`config.mk`:
```
export PLATFORM = sky130hd
export DESIGN_NAME = mem_arbiter
export DESIGN_NICKNAME = d
export VERILOG_FILES = /design/src/rtl/mem_arbiter.sv
export SDC_FILE = /design/constraint.sdc
export NUM_CORES = 1
export LEC_CHECK = 0
export CELL_PAD_IN_SITES_DETAIL_PLACEMENT = 1
export CELL_PAD_IN_SITES_GLOBAL_PLACEMENT = 1
export CORE_MARGIN = 2
export CORE_UTILIZATION = 25
export CTS_BUF_LIST = sky130_fd_sc_hd__clkbuf_8
export DETAILED_ROUTE_END_ITERATION = 10
export PLACE_DENSITY = 0.87
export SYNTH_ARGS = -nofsm -noshare
export SYNTH_HDL_FRONTEND = slang
export SYNTH_SLANG_ARGS = --single-unit
```
`constraint.sdc`:
```
create_clock -name clk_i -period 1.5 [get_ports clk_i]
set_input_delay 0.3 -clock clk_i [delete_from_list [all_inputs] [get_ports clk_i]]
set_output_delay 0.3 -clock clk_i [all_outputs]
set_load 0.03 [all_outputs]
```
`src/rtl/mem_arbiter.sv`:
```
// rtl/mem_arbiter.sv - two-port round-robin arbiter and sequencer for the 256x16 block RAM
module mem_arbiter #(
    parameter int ADDR_WIDTH = 8,
    parameter int DATA_WIDTH = 16,
    parameter int LOCK_MAX   = 4
) (
    input  logic                  clk_i,
    input  logic                  reset_i,
    input  logic                  a_req_i,
    input  logic                  b_req_i,
    input  logic                  a_we_i,
    input  logic                  b_we_i,
    input  logic                  a_lock_i,
    input  logic                  b_lock_i,
    input  logic [ADDR_WIDTH-1:0] a_addr_i,
    input  logic [ADDR_WIDTH-1:0] b_addr_i,
    input  logic [DATA_WIDTH-1:0] a_data_i,
    input  logic [DATA_WIDTH-1:0] b_data_i,
    output logic                  a_ack_o,
    output logic                  b_ack_o,
    output logic [DATA_WIDTH-1:0] rdata_o,
    output logic                  grant_o,
    output logic                  busy_o,
    output logic [ADDR_WIDTH-1:0] mem_addr_o,
    output logic [DATA_WIDTH-1:0] mem_data_o,
    output logic                  mem_we_no,
    input  logic [DATA_WIDTH-1:0] mem_data_i
);

    typedef enum logic {IDLE, ACCESS} state_t;

    // 4 bits covers LOCK_MAX up to 15; the compare is done one bit wider
    localparam int CNT_W = 4;

    state_t state_q, state_d;

    logic [ADDR_WIDTH-1:0] mem_addr_q, mem_addr_d;
    logic [DATA_WIDTH-1:0] mem_data_q, mem_data_d;
    logic [DATA_WIDTH-1:0] rdata_q, rdata_d;
    logic                  mem_we_n_q, mem_we_n_d;
    logic                  a_ack_q, a_ack_d;
    logic                  b_ack_q, b_ack_d;
    logic                  grant_q, grant_d;
    logic                  busy_q, busy_d;
    logic                  lock_req_q, lock_req_d;
    logic                  lock_held_q, lock_held_d;
    logic [CNT_W-1:0]      lock_cnt_q, lock_cnt_d;

    logic a_elig, b_elig, win_valid, win_b, lock_extend;

    // A held lock shuts out the other port; otherwise a tie goes to the port not granted last
    assign a_elig    = a_req_i && (!lock_held_q || (grant_q == 1'b0));
    assign b_elig    = b_req_i && (!lock_held_q || (grant_q == 1'b1));
    assign win_valid = a_elig || b_elig;
    assign win_b     = b_elig && (!a_elig || (grant_q == 1'b0));

    // Lock may be extended only while the run stays below LOCK_MAX accesses
    assign lock_extend = lock_req_q &&
                         (({1'b0, lock_cnt_q} + 5'd1) < 5'(LOCK_MAX));

    // State register
    always_ff @(posedge clk_i) begin
        if (reset_i) begin
            state_q <= IDLE;
        end else begin
            state_q <= state_d;
        end
    end

    // Next-state: ACCESS always lasts exactly one cycle
    always_comb begin
        state_d = state_q;
        case (state_q)
            IDLE:    if (win_valid) state_d = ACCESS;
            ACCESS:  state_d = IDLE;
            default: state_d = IDLE;
        endcase
    end

    // Output next values: grant and launch in IDLE, complete and release in ACCESS
    always_comb begin
        mem_addr_d  = mem_addr_q;
        mem_data_d  = mem_data_q;
        rdata_d     = rdata_q;
        mem_we_n_d  = mem_we_n_q;
        a_ack_d     = 1'b0;
        b_ack_d     = 1'b0;
        grant_d     = grant_q;
        busy_d      = busy_q;
        lock_req_d  = lock_req_q;
        lock_held_d = lock_held_q;
        lock_cnt_d  = lock_cnt_q;
        case (state_q)
            IDLE: begin
                if (win_valid) begin
                    mem_addr_d = win_b ? b_addr_i : a_addr_i;
                    mem_data_d = win_b ? b_data_i : a_data_i;
                    mem_we_n_d = win_b ? ~b_we_i : ~a_we_i;
                    lock_req_d = win_b ? b_lock_i : a_lock_i;
                    grant_d    = win_b;
                    busy_d     = 1'b1;
                end
            end
            ACCESS: begin
                rdata_d    = mem_data_i;
                a_ack_d    = (grant_q == 1'b0);
                b_ack_d    = (grant_q == 1'b1);
                mem_we_n_d = 1'b1;
                busy_d     = 1'b0;
                if (lock_extend) begin
                    lock_held_d = 1'b1;
                    lock_cnt_d  = lock_cnt_q + 1'b1;
                end else begin
                    lock_held_d = 1'b0;
                    lock_cnt_d  = '0;
                end
            end
            default: ;
        endcase
    end

    // Output and lock registers
    always_ff @(posedge clk_i) begin
        if (reset_i) begin
            mem_addr_q  <= '0;
            mem_data_q  <= '0;
            rdata_q     <= '0;
            mem_we_n_q  <= 1'b1;
            a_ack_q     <= 1'b0;
            b_ack_q     <= 1'b0;
            grant_q     <= 1'b1;
            busy_q      <= 1'b0;
            lock_req_q  <= 1'b0;
            lock_held_q <= 1'b0;
            lock_cnt_q  <= '0;
        end else begin
            mem_addr_q  <= mem_addr_d;
            mem_data_q  <= mem_data_d;
            rdata_q     <= rdata_d;
            mem_we_n_q  <= mem_we_n_d;
            a_ack_q     <= a_ack_d;
            b_ack_q     <= b_ack_d;
            grant_q     <= grant_d;
            busy_q      <= busy_d;
            lock_req_q  <= lock_req_d;
            lock_held_q <= lock_held_d;
            lock_cnt_q  <= lock_cnt_d;
        end
    end

    assign mem_addr_o = mem_addr_q;
    assign mem_data_o = mem_data_q;
    assign rdata_o    = rdata_q;
    assign mem_we_no  = mem_we_n_q;
    assign a_ack_o    = a_ack_q;
    assign b_ack_o    = b_ack_q;
    assign grant_o    = grant_q;
    assign busy_o     = busy_q;

endmodule
```
==> flow_metrics.env, run 1 <==
export IMPL_clk_pin_slew_ps=90
export IMPL_yosysSeqAreaShare_pct=49.06
export IMPL_post_dp_hpwl_um=5348
export IMPL_chipHeight_um=96.13
export IMPL_post_drt_wl_per_cell_um=15.96
export IMPL_hold_depth=1
export IMPL_peakVddDrop_mv=0.3170
export IMPL_postRouteAntennaNets=0
export IMPL_skew_ps=4.981
export IMPL_hold_path_class="reg2reg"
export IMPL_synth_cells=242
export IMPL_status="finished, violations left"
export IMPL_violations="negative setup slack"
export IMPL_max_clock_freq_ghz=0.6519
export IMPL_grt_ovfl_total=0
export IMPL_final_common_cell="clkdlybuf4s50_1"
export IMPL_cp_depth=7
export IMPL_cts_tree="yes"
export IMPL_synth_edff_count=0
export IMPL_htreeDepth=2
export IMPL_cp_arrival_ps=1770
export IMPL_clock_root_buffer="clkbuf_8"
export IMPL_start_util_pct=25.83
export IMPL_via_per_inst=4.665
export IMPL_power_leakage_nw=1.673
export IMPL_die_w_um=96.13
export IMPL_ff2ff_setup_slack_ps=-30
export IMPL_reg2reg_depth=7
export IMPL_most_common_layout_cells="69 x clkdlybuf4s50_1, 53 x nand2_1, 50 x dfxtp_1"
export IMPL_antenna_found_initial=0
export IMPL_drc=0
export IMPL_max_slew_margin_pct=76.61
export IMPL_grt_max_degree=25
export IMPL_crit_family="compound AO/OA/AOI/OAI gates"
export IMPL_globalplace_congestion=0.6966
export IMPL_max_stage_delay_ps=330
export IMPL_nNetsFinal=447
export IMPL_clk_latency_ps=310
export IMPL_slew_violations=0
export IMPL_dieArea_um2=9241
export IMPL_port_buffers=116
export IMPL_yosysWarnings=0
export IMPL_critPathMaxFanout=7
export IMPL_synth_distinct_cells=29
export IMPL_drtIter0Drc=37
export IMPL_path_cells="a21bo_1 -> a221oi_4 -> buf_6 -> buf_8 -> buf_16 -> o21ai_2 -> a31oi_1"
export IMPL_setup_viol=3
export IMPL_period_minus_slack_ps=1534
export IMPL_cts_buffers=5
export IMPL_critPathBufInv=3
export IMPL_critPathSlowestCell="dfxtp_2"
export IMPL_synth_top_flop_cell="dfxtp_1"
export IMPL_netlist_area_um2=2122
export IMPL_synth_area_per_cell_um2=8.769
export IMPL_critPathKind="reg2reg"
export IMPL_fin_area_um2=3809
export IMPL_synth_top_cell_by_area="dfxtp_1"
export IMPL_rsz0062_at_grt="yes"
export IMPL_first_pass_iters=4
export IMPL_grt_pass1_vias=2407
export IMPL_wl_um=7663
export IMPL_hold_viol=0
export IMPL_worstSetupStartpointType="flip-flop"
export IMPL_final_cells=480
export IMPL_tns_ps=-61.16
export IMPL_worst_slew_pin_slew_ps=352.2
export IMPL_grt_pass1_wl_um=11750
export IMPL_core_um2=8217
export IMPL_finalCritPeriodShare_pct=102.3
export IMPL_num_vias=2239
export IMPL_synthArstFlopShare_pct=0
export IMPL_cts_hold_buffers=0
export IMPL_clockBufferDepth=2
export IMPL_end_kind="flip-flop"
export IMPL_ys_ff_latch=52
export IMPL_syn_num_nets=315
export IMPL_crit_required_ps=1740
export IMPL_drv_cap=0
export IMPL_clkSinkCount=52
export IMPL_powerDensity_nw_per_um2=942.3
export IMPL_antenna_cells=0
export IMPL_yosys_top_cells_area="dfxtp_1 49%, nand2_1 9.4%, mux2i_1 8.0%"
export IMPL_placement_rows=33
export IMPL_io_pins=117
export IMPL_dp_cells=465
export IMPL_area_growth_pct=79.48
export IMPL_layout_drive_gt1_share_pct=14.93
export IMPL_grtUsageTotal_pct=16.77
export IMPL_final_setup_worst_slack_ps=-33.88
export IMPL_postPlaceCellArea_um2=3556
export IMPL_yosysTopAreaCellShare_pct=49.06
final cells by class:
class / instances / area, um^2
Multi-Input combinational cell: 168 / 1064
Tap cell: 105 / 131.4
Inverter: 5 / 18.77
Clock buffer: 6 / 82.58
Clock inverter: 2 / 7.507
Fill cell: 948 / 4408
Timing Repair Buffer: 142 / 1461
Sequential cell: 52 / 1044
final timing paths:
check,start,end
setup reg to reg,grant_o$_SDFFE_PP1P_,mem_data_o[3]$_SDFFE_PP0P_
hold reg to reg,lock_cnt_q[3]$_SDFFE_PP0P_,lock_cnt_q[3]$_SDFFE_PP0P_
hold / removal,lock_cnt_q[3]$_SDFFE_PP0P_,lock_cnt_q[3]$_SDFFE_PP0P_
setup / recovery,grant_o$_SDFFE_PP1P_,mem_data_o[3]$_SDFFE_PP0P_
cells by family (layout without fill, tap and decap cells):
group           after synthesis  after routing  synth area share, %
simple gates                 95             95                18.34
compound gates               55             55                19.46
flops                        52             52                49.06
buf+inv                      22            155                4.540
mux                          17             17                8.019
fa+ha+maj                     1              1               0.5895
cell usage after synthesis, types with 2 or more instances:
master / number
a21oi_1: 5
a311oi_1: 3
a311oi_2: 6
a31oi_1: 16
and2_1: 3
and3_1: 3
buf_1: 2
buf_2: 5
buf_4: 2
clkbuf_1: 8
dfxtp_1: 52
inv_1: 5
mux2i_1: 17
nand2_1: 53
nand2b_1: 4
nor2_1: 29
o2111ai_1: 2
o21ai_0: 12
o21ai_1: 5
metrics by stage:
stage / setup WS, ps / power, mW / hold slack, ps / util (%)
2_1_floorplan: 8.063 / 2.150 / 430.5 / -
4_1_cts: -67.42 / 3.657 / 478.4 / 46.54
5_1_grt: -106.3 / 3.768 / 508.5 / 46.35
3_3_place_gp: -484.5 / 2.705 / 443.1 / 43.28
3_5_place_dp: -553.9 / 2.737 / 454.4 / 43.28
6_report: -33.88 / 3.589 / 477.8 / 46.35
routing by layer:
layer / GRT usage, % / part of all wire [%] / vias up
li1: - / - / 1098
met1: 18.02 / 39 / 1079
met2: 32.75 / 55 / 53
met3: 2.271 / 3.7 / 9
met4: 6.190 / 1.8 / 0
met5: 0 / 0 / -
registers in the layout, summed over array words and instances (netlist names):
signal,flops
mem_data_o,16
rdata_o,16
mem_addr_o,8
lock_cnt_q,4
a_ack_o,1
b_ack_o,1
busy_o,1
grant_o,1
lock_held_q,1
lock_req_q,1
mem_we_no,1
state_q,1
worst register-to-register path: cells and delay by family, from the launching register on:
kind	cells	cell delay, ps
AOI/OAI and AO/OA	4	690
buffers and inverters	3	460
DFF	1	330
where the power goes:
part	internal (mW)	total, mW	switching [mW]
Combinational	0.579	1.21	0.626
Clock	0.364	0.812	0.448
Sequential	1.50	1.57	0.0701
repair_timing:
item / 4_1_cts / 5_1_grt
pin swaps: 7 / 9
endpoints found under the setup margin: 71 / 27
setup buffers: 5 / 0
gates cloned: 5 / 0
resized for setup: 66 / 18
No activity file was read; power rests on OpenSTA's default activity.
==> run 2, diff against run 1 <==
--- a/config.mk
+++ b/config.mk
@@ -6,4 +6,5 @@
 export NUM_CORES = 1
 export LEC_CHECK = 0
+export ABC_AREA = 1
 export CELL_PAD_IN_SITES_DETAIL_PLACEMENT = 1
 export CELL_PAD_IN_SITES_GLOBAL_PLACEMENT = 1
==> constraint.sdc (replaced) <==
create_clock -name clk_i -period 1.5 [get_ports clk_i]
set_input_delay 0.3 -clock clk_i [delete_from_list [all_inputs] [get_ports clk_i]]
set_output_delay 0.3 -clock clk_i [all_outputs]
set_load 0.02 [all_outputs]
==> flow_metrics.env, run 2 <==
export IMPL_globalplace_congestion=0.7574
export IMPL_ys_ff_latch=52
export IMPL_clk_pin_slew_ps=100
export IMPL_final_core_util_pct=42.83
export IMPL_core_um2=9153
export IMPL_cp_arrival_ps=1690
export IMPL_slew_violations=0
export IMPL_synth_area_per_cell_um2=6.951
export IMPL_placement_rows=35
export IMPL_cts_buffers=5
export IMPL_clock_root_buffer="clkbuf_8"
export IMPL_wl_um=8222
export IMPL_clkSinkCount=52
export IMPL_end_kind="flip-flop"
export IMPL_critPathKind="reg2reg"
export IMPL_crit_required_ps=1720
export IMPL_nNetsFinal=540
export IMPL_rsz0062_at_grt="yes"
export IMPL_setup_viol=0
export IMPL_io_pins=117
export IMPL_post_dp_hpwl_um=6293
export IMPL_htreeDepth=2
export IMPL_synth_edff_count=0
export IMPL_area_growth_pct=68.35
export IMPL_skew_ps=10.89
export IMPL_drc=0
export IMPL_peakVddDrop_mv=0.3698
export IMPL_cts_tree="yes"
export IMPL_fillers=1159
export IMPL_final_cells=579
export IMPL_post_drt_wl_per_cell_um=14.20
export IMPL_via_per_inst=4.485
export IMPL_drtIter0Drc=59
export IMPL_hold_viol=0
export IMPL_pre_cts_ws_ps=-499.2
export IMPL_grt_max_degree=28
export IMPL_critPathSlowestCell="dfxtp_2"
export IMPL_netlist_area_um2=2328
export IMPL_powerDensity_nw_per_um2=906.1
export IMPL_die_w_um=100.5
export IMPL_chipHeight_um=100.5
export IMPL_dp_cells=566
export IMPL_finalPower_mw=3.552
export IMPL_grt_pass1_vias=2754
export IMPL_max_stage_delay_ps=340
export IMPL_status="complete, no violations"
export IMPL_most_common_layout_cells="102 x nand2_1, 71 x clkdlybuf4s50_1, 51 x dfxtp_1"
export IMPL_critPathMaxFanout=7
export IMPL_clockBufferDepth=2
export IMPL_yosys_top_cells_area="dfxtp_1 45%, nand2_1 17%, nand3_1 9.2%"
export IMPL_synth_top_cell_by_area="dfxtp_1"
export IMPL_worstSetupStartpointType="flip-flop"
export IMPL_max_slew_margin_pct=80.43
export IMPL_worst_slew_pin_slew_ps=292.8
export IMPL_finalCritPeriodShare_pct=97.83
export IMPL_num_vias=2597
export IMPL_postRouteAntennaNets=0
export IMPL_antenna_found_initial=0
export IMPL_gr_usage_met1_pct=17.31
export IMPL_met3_usage_pct=3.814
export IMPL_power_leakage_nw=2.033
export IMPL_layout_drive_gt1_share_pct=12.61
export IMPL_clk_latency_ps=310
export IMPL_grtUsageTotal_pct=15.75
export IMPL_first_pass_iters=4
export IMPL_netlist_top_cells_count="108 x nand2_1, 52 x dfxtp_1, 47 x inv_1, 43 x nand3_1, 40 x nor2_1"
export IMPL_dieArea_um2=10100
export IMPL_path_cells="buf_6 -> buf_6 -> nand2_4 -> nand2_4 -> a21oi_4 -> clkbuf_16 -> nand3_2 -> nand2_1 -> inv_1"
export IMPL_drv_cap=0
export IMPL_port_buffers=116
export IMPL_yosysWarnings=0
export IMPL_max_clock_freq_ghz=0.6815
export IMPL_grt_pass1_wl_um=12680
export IMPL_met2_usage_pct=30.20
export IMPL_antenna_cells=0
export IMPL_post_synth_top_count_cell="nand2_1"
export IMPL_hold_path_class="reg2reg"
export IMPL_final_setup_worst_slack_ps=32.57
export IMPL_grt_ovfl_total=0
export IMPL_cts_hold_buffers=0
export IMPL_gr_max_usage_layer="met2"
export IMPL_synthArstFlopShare_pct=0
export IMPL_yosysSeqAreaShare_pct=44.71
export IMPL_start_util_pct=25.44
export IMPL_yosysTopAreaCellShare_pct=44.71
export IMPL_synth_top_flop_cell="dfxtp_1"
export IMPL_syn_num_nets=408
export IMPL_synth_distinct_cells=21
export IMPL_synth_cells=335
export IMPL_final_common_cell="nand2_1"
export IMPL_period_minus_slack_ps=1467
==> run 2: critical path: cells and delay by family, from the launching register on <==
kind	cells	cell delay [ps]
buffers and inverters	4	490
DFF	1	340
AOI/OAI and AO/OA	1	290
and+or+nand+nor	4	260
==> run 2: worst paths after layout <==
kind	from	end	slack (ps)	cells after the start
min reg2reg	lock_cnt_q[3]$_SDFFE_PP0P_	lock_cnt_q[3]$_SDFFE_PP0P_	440	2
max reg2reg	grant_o$_SDFFE_PP1P_	mem_data_o[8]$_SDFFE_PP0P_	30	9
max	grant_o$_SDFFE_PP1P_	mem_data_o[8]$_SDFFE_PP0P_	30	9
min	lock_cnt_q[3]$_SDFFE_PP0P_	lock_cnt_q[3]$_SDFFE_PP0P_	440	2
==> run 2: area by class of cell <==
cell class,instances,area (um^2),area share (%)
Tap cell,111,138.9,3.543
Inverter,49,183.9,4.692
Clock buffer,5,68.82,1.756
Sequential cell,52,1042,26.59
Timing Repair Buffer,140,1349,34.41
Clock inverter,3,22.52,0.5745
Multi-Input combinational cell,219,1115,28.44
==> run 2: cell families after synthesis <==
kind of cell / synth area share [%]
AO/OA/AOI/OAI: 8.167
adder cells (fa/ha/maj): 0.5373
buffers and inverters: 11.39
flip-flops: 44.71
AND/OR/NAND/NOR: 35.20
==> run 2: power by group <==
part           leakage (nW)  internal [mW]  switching (mW)
clock network        0.0485          0.336           0.499
registers             0.429           1.51          0.0707
logic                  1.56          0.534           0.602
==> run 2: repair_timing <==
action / CTS / global route
gates cloned: 0 / 2
resized for setup: 49 / 31
pin swaps: 1 / 14
endpoints found under the setup margin: 69 / 28
buffers inserted: 0 / 3
==> run 2: through the flow <==
step / area, um^2 / setup TNS [ps] / hold WS, ps
after floorplan: 2328 / 0 / 416.5
after global placement: 3702 / -7861 / 424.4
after detailed placement: 3702 / -9735 / 430.8
after CTS: 3751 / 0 / 445.4
after global routing: 3920 / -523.9 / 490.5
final: 3920 / 0 / 440.5
==> run 2: metal layers <==
layer  share of wire (%)  up-vias
met4                0.67        0
li1                    -     1298
met2                  54       60
met5                   0        -
met3                 5.1        5
met1                  41     1234
==> run 3, diff against run 2 <==
Settings changed: CORE_MARGIN 2 to 3.
==> flow_metrics.env, run 3 (synthesis results as in run 2) <==
export IMPL_post_drt_wl_per_cell_um=14.62
export IMPL_grt_pass1_wl_um=12740
export IMPL_layout_drive_gt1_share_pct=8.621
export IMPL_max_clock_freq_ghz=0.7048
export IMPL_slew_violations=0
export IMPL_first_pass_iters=4
export IMPL_crit_family="buffers and inverters"
export IMPL_critPathMaxFanout=4
export IMPL_top_layer_used="met4"
export IMPL_fillers=1136
export IMPL_postPlaceCellArea_um2=3741
export IMPL_cts_hold_buffers=0
export IMPL_drv_cap=0
export IMPL_clockBufferDepth=2
export IMPL_drtIter0Drc=39
export IMPL_via_per_inst=4.469
export IMPL_pwr_share_clk_pct=24.5
export IMPL_wl_met3_um=560
export IMPL_clkSinkCount=52
export IMPL_core_um2=8891
export IMPL_htreeDepth=2
export IMPL_placement_rows=34
export IMPL_hold_path_class="reg2reg"
export IMPL_globalplace_congestion=0.7584
export IMPL_clk_latency_ps=310
export IMPL_die_w_um=102.5
export IMPL_clock_root_buffer="clkbuf_8"
export IMPL_post_dp_hpwl_um=6319
export IMPL_max_stage_delay_ps=390
export IMPL_cts_buffers=5
export IMPL_start_util_pct=26.19
export IMPL_drc=0
export IMPL_dieArea_um2=10510
export IMPL_peakVddDrop_mv=0.3696
export IMPL_critPathKind="reg2out"
export IMPL_skew_ps=9.346
export IMPL_crit_required_ps=1200
export IMPL_ff2ff_setup_slack_ps=90
export IMPL_powerDensity_nw_per_um2=920.2
export IMPL_finalPower_mw=3.551
export IMPL_setup_viol=0
export IMPL_fin_area_um2=3859
export IMPL_area_growth_pct=65.72
export IMPL_chipHeight_um=102.5
export IMPL_period_minus_slack_ps=1419
export IMPL_wl_um=8361
export IMPL_grt_ovfl_total=0
export IMPL_io_pins=117
export IMPL_critPathBufInv=2
export IMPL_grtUsageTotal_pct=15.46
export IMPL_hold_viol=0
export IMPL_pwr_share_comb_pct=30.9
export IMPL_path_cells="buf_4 -> clkdlybuf4s15_1"
export IMPL_grt_max_degree=28
export IMPL_cp_arrival_ps=1120
export IMPL_grt_pass1_vias=2708
export IMPL_p_sw_share_pct=33.18
export IMPL_most_common_layout_cells="105 x nand2_1, 71 x clkdlybuf4s50_1, 51 x dfxtp_1"
export IMPL_cts_tree="yes"
export IMPL_worstSetupStartpointType="flip-flop"
export IMPL_power_leakage_nw=1.998
export IMPL_end_kind="output port"
export IMPL_status="complete, no violations"
export IMPL_critPathSlowestCell="dfxtp_4"
export IMPL_antenna_found_initial=0
export IMPL_met2WireLength_um=4332
export IMPL_port_buffers=116
export IMPL_p_sw_mw=1.178
export IMPL_final_common_cell="nand2_1"
export IMPL_worst_slew_pin_slew_ps=522.7
export IMPL_nNetsFinal=536
export IMPL_max_slew_margin_pct=65.12
export IMPL_rsz0062_at_grt="yes"
export IMPL_pwr_share_seq_pct=44.6
export IMPL_intPower_mw=2.373
export IMPL_finalCritPeriodShare_pct=94.59
export IMPL_clk_pin_slew_ps=100
export IMPL_wl_met1_um=3327
export IMPL_antenna_cells=0
export IMPL_postRouteAntennaNets=0
export IMPL_num_vias=2556
[run 3: what timing repair did]
| item | in CTS | in global routing |
|---|---|---|
| pin swaps | 0 | 2 |
| buffers inserted | 0 | 1 |
| setup endpoints to repair | 70 | 21 |
| cloned | 0 | 1 |
| gates resized for setup | 47 | 9 |
[run 3: final timing paths]
| kind | from | to | depth (start not counted) |
|---|---|---|---|
| min reg2reg | lock_cnt_q[3]$_SDFFE_PP0P_ | lock_cnt_q[3]$_SDFFE_PP0P_ | 2 |
| max | grant_o$_SDFFE_PP1P_ | grant_o | 2 |
| min | lock_cnt_q[3]$_SDFFE_PP0P_ | lock_cnt_q[3]$_SDFFE_PP0P_ | 2 |
| max reg2reg | grant_o$_SDFFE_PP1P_ | mem_addr_o[5]$_SDFFE_PP0P_ | 9 |
[run 3: through the flow]
stage	cells	setup TNS [ps]	hold slack (ps)	util [%]	worst slack, ps
after floorplan	335	0	416.5	-	78.17
after global placement	562	-7802	427.6	42.08	-378.0
after detailed placement	562	-9519	438.6	42.08	-426.1
after CTS	570	0	455.6	42.54	11.54
after global routing	572	-16.87	488.7	43.40	-7.296
final	572	0	452.4	43.40	81.15
[run 3: area by class of cell]
| cell class | count | area (um^2) | share of cell area (%) |
|---|---|---|---|
| clock buffers | 5 | 68.82 | 1.783 |
| clock inverters | 3 | 25.02 | 0.6485 |
| inverters | 49 | 183.9 | 4.767 |
| multi-input cells | 219 | 1041 | 26.98 |
| flip-flops and latches | 52 | 1045 | 27.08 |
| well taps | 108 | 135.1 | 3.502 |
| repair buffers | 136 | 1360 | 35.25 |
[run 3: per-layer routing]
layer  track usage [%]  vias up
met5                 0        -
met4             3.935        0
met3             5.413       15
met2             28.70       69
met1             16.63     1183
li1                  -     1289
[run 3: power groups by stage]
| stage | clock network, mW | registers (mW) | logic (mW) |
|---|---|---|---|
| floorplan | 0 | 1.76 | 0.388 |
| global placement | 0 | 1.61 | 1.12 |
| detailed placement | 0 | 1.62 | 1.15 |
| CTS | 0.892 | 1.59 | 1.08 |
| global route | 0.948 | 1.60 | 1.21 |
| finish | 0.869 | 1.58 | 1.10 |
[run 3: worst register-to-register path, cell delays in order (launching register included)]
cell and delay, ps:
dfxtp_4 390, inv_2 40, nand2_1 70, nand2_2 70
buf_6 130, a21oi_4 220, clkbuf_16 210, nand2_1 60
nor2_1 80, nor2_1 50
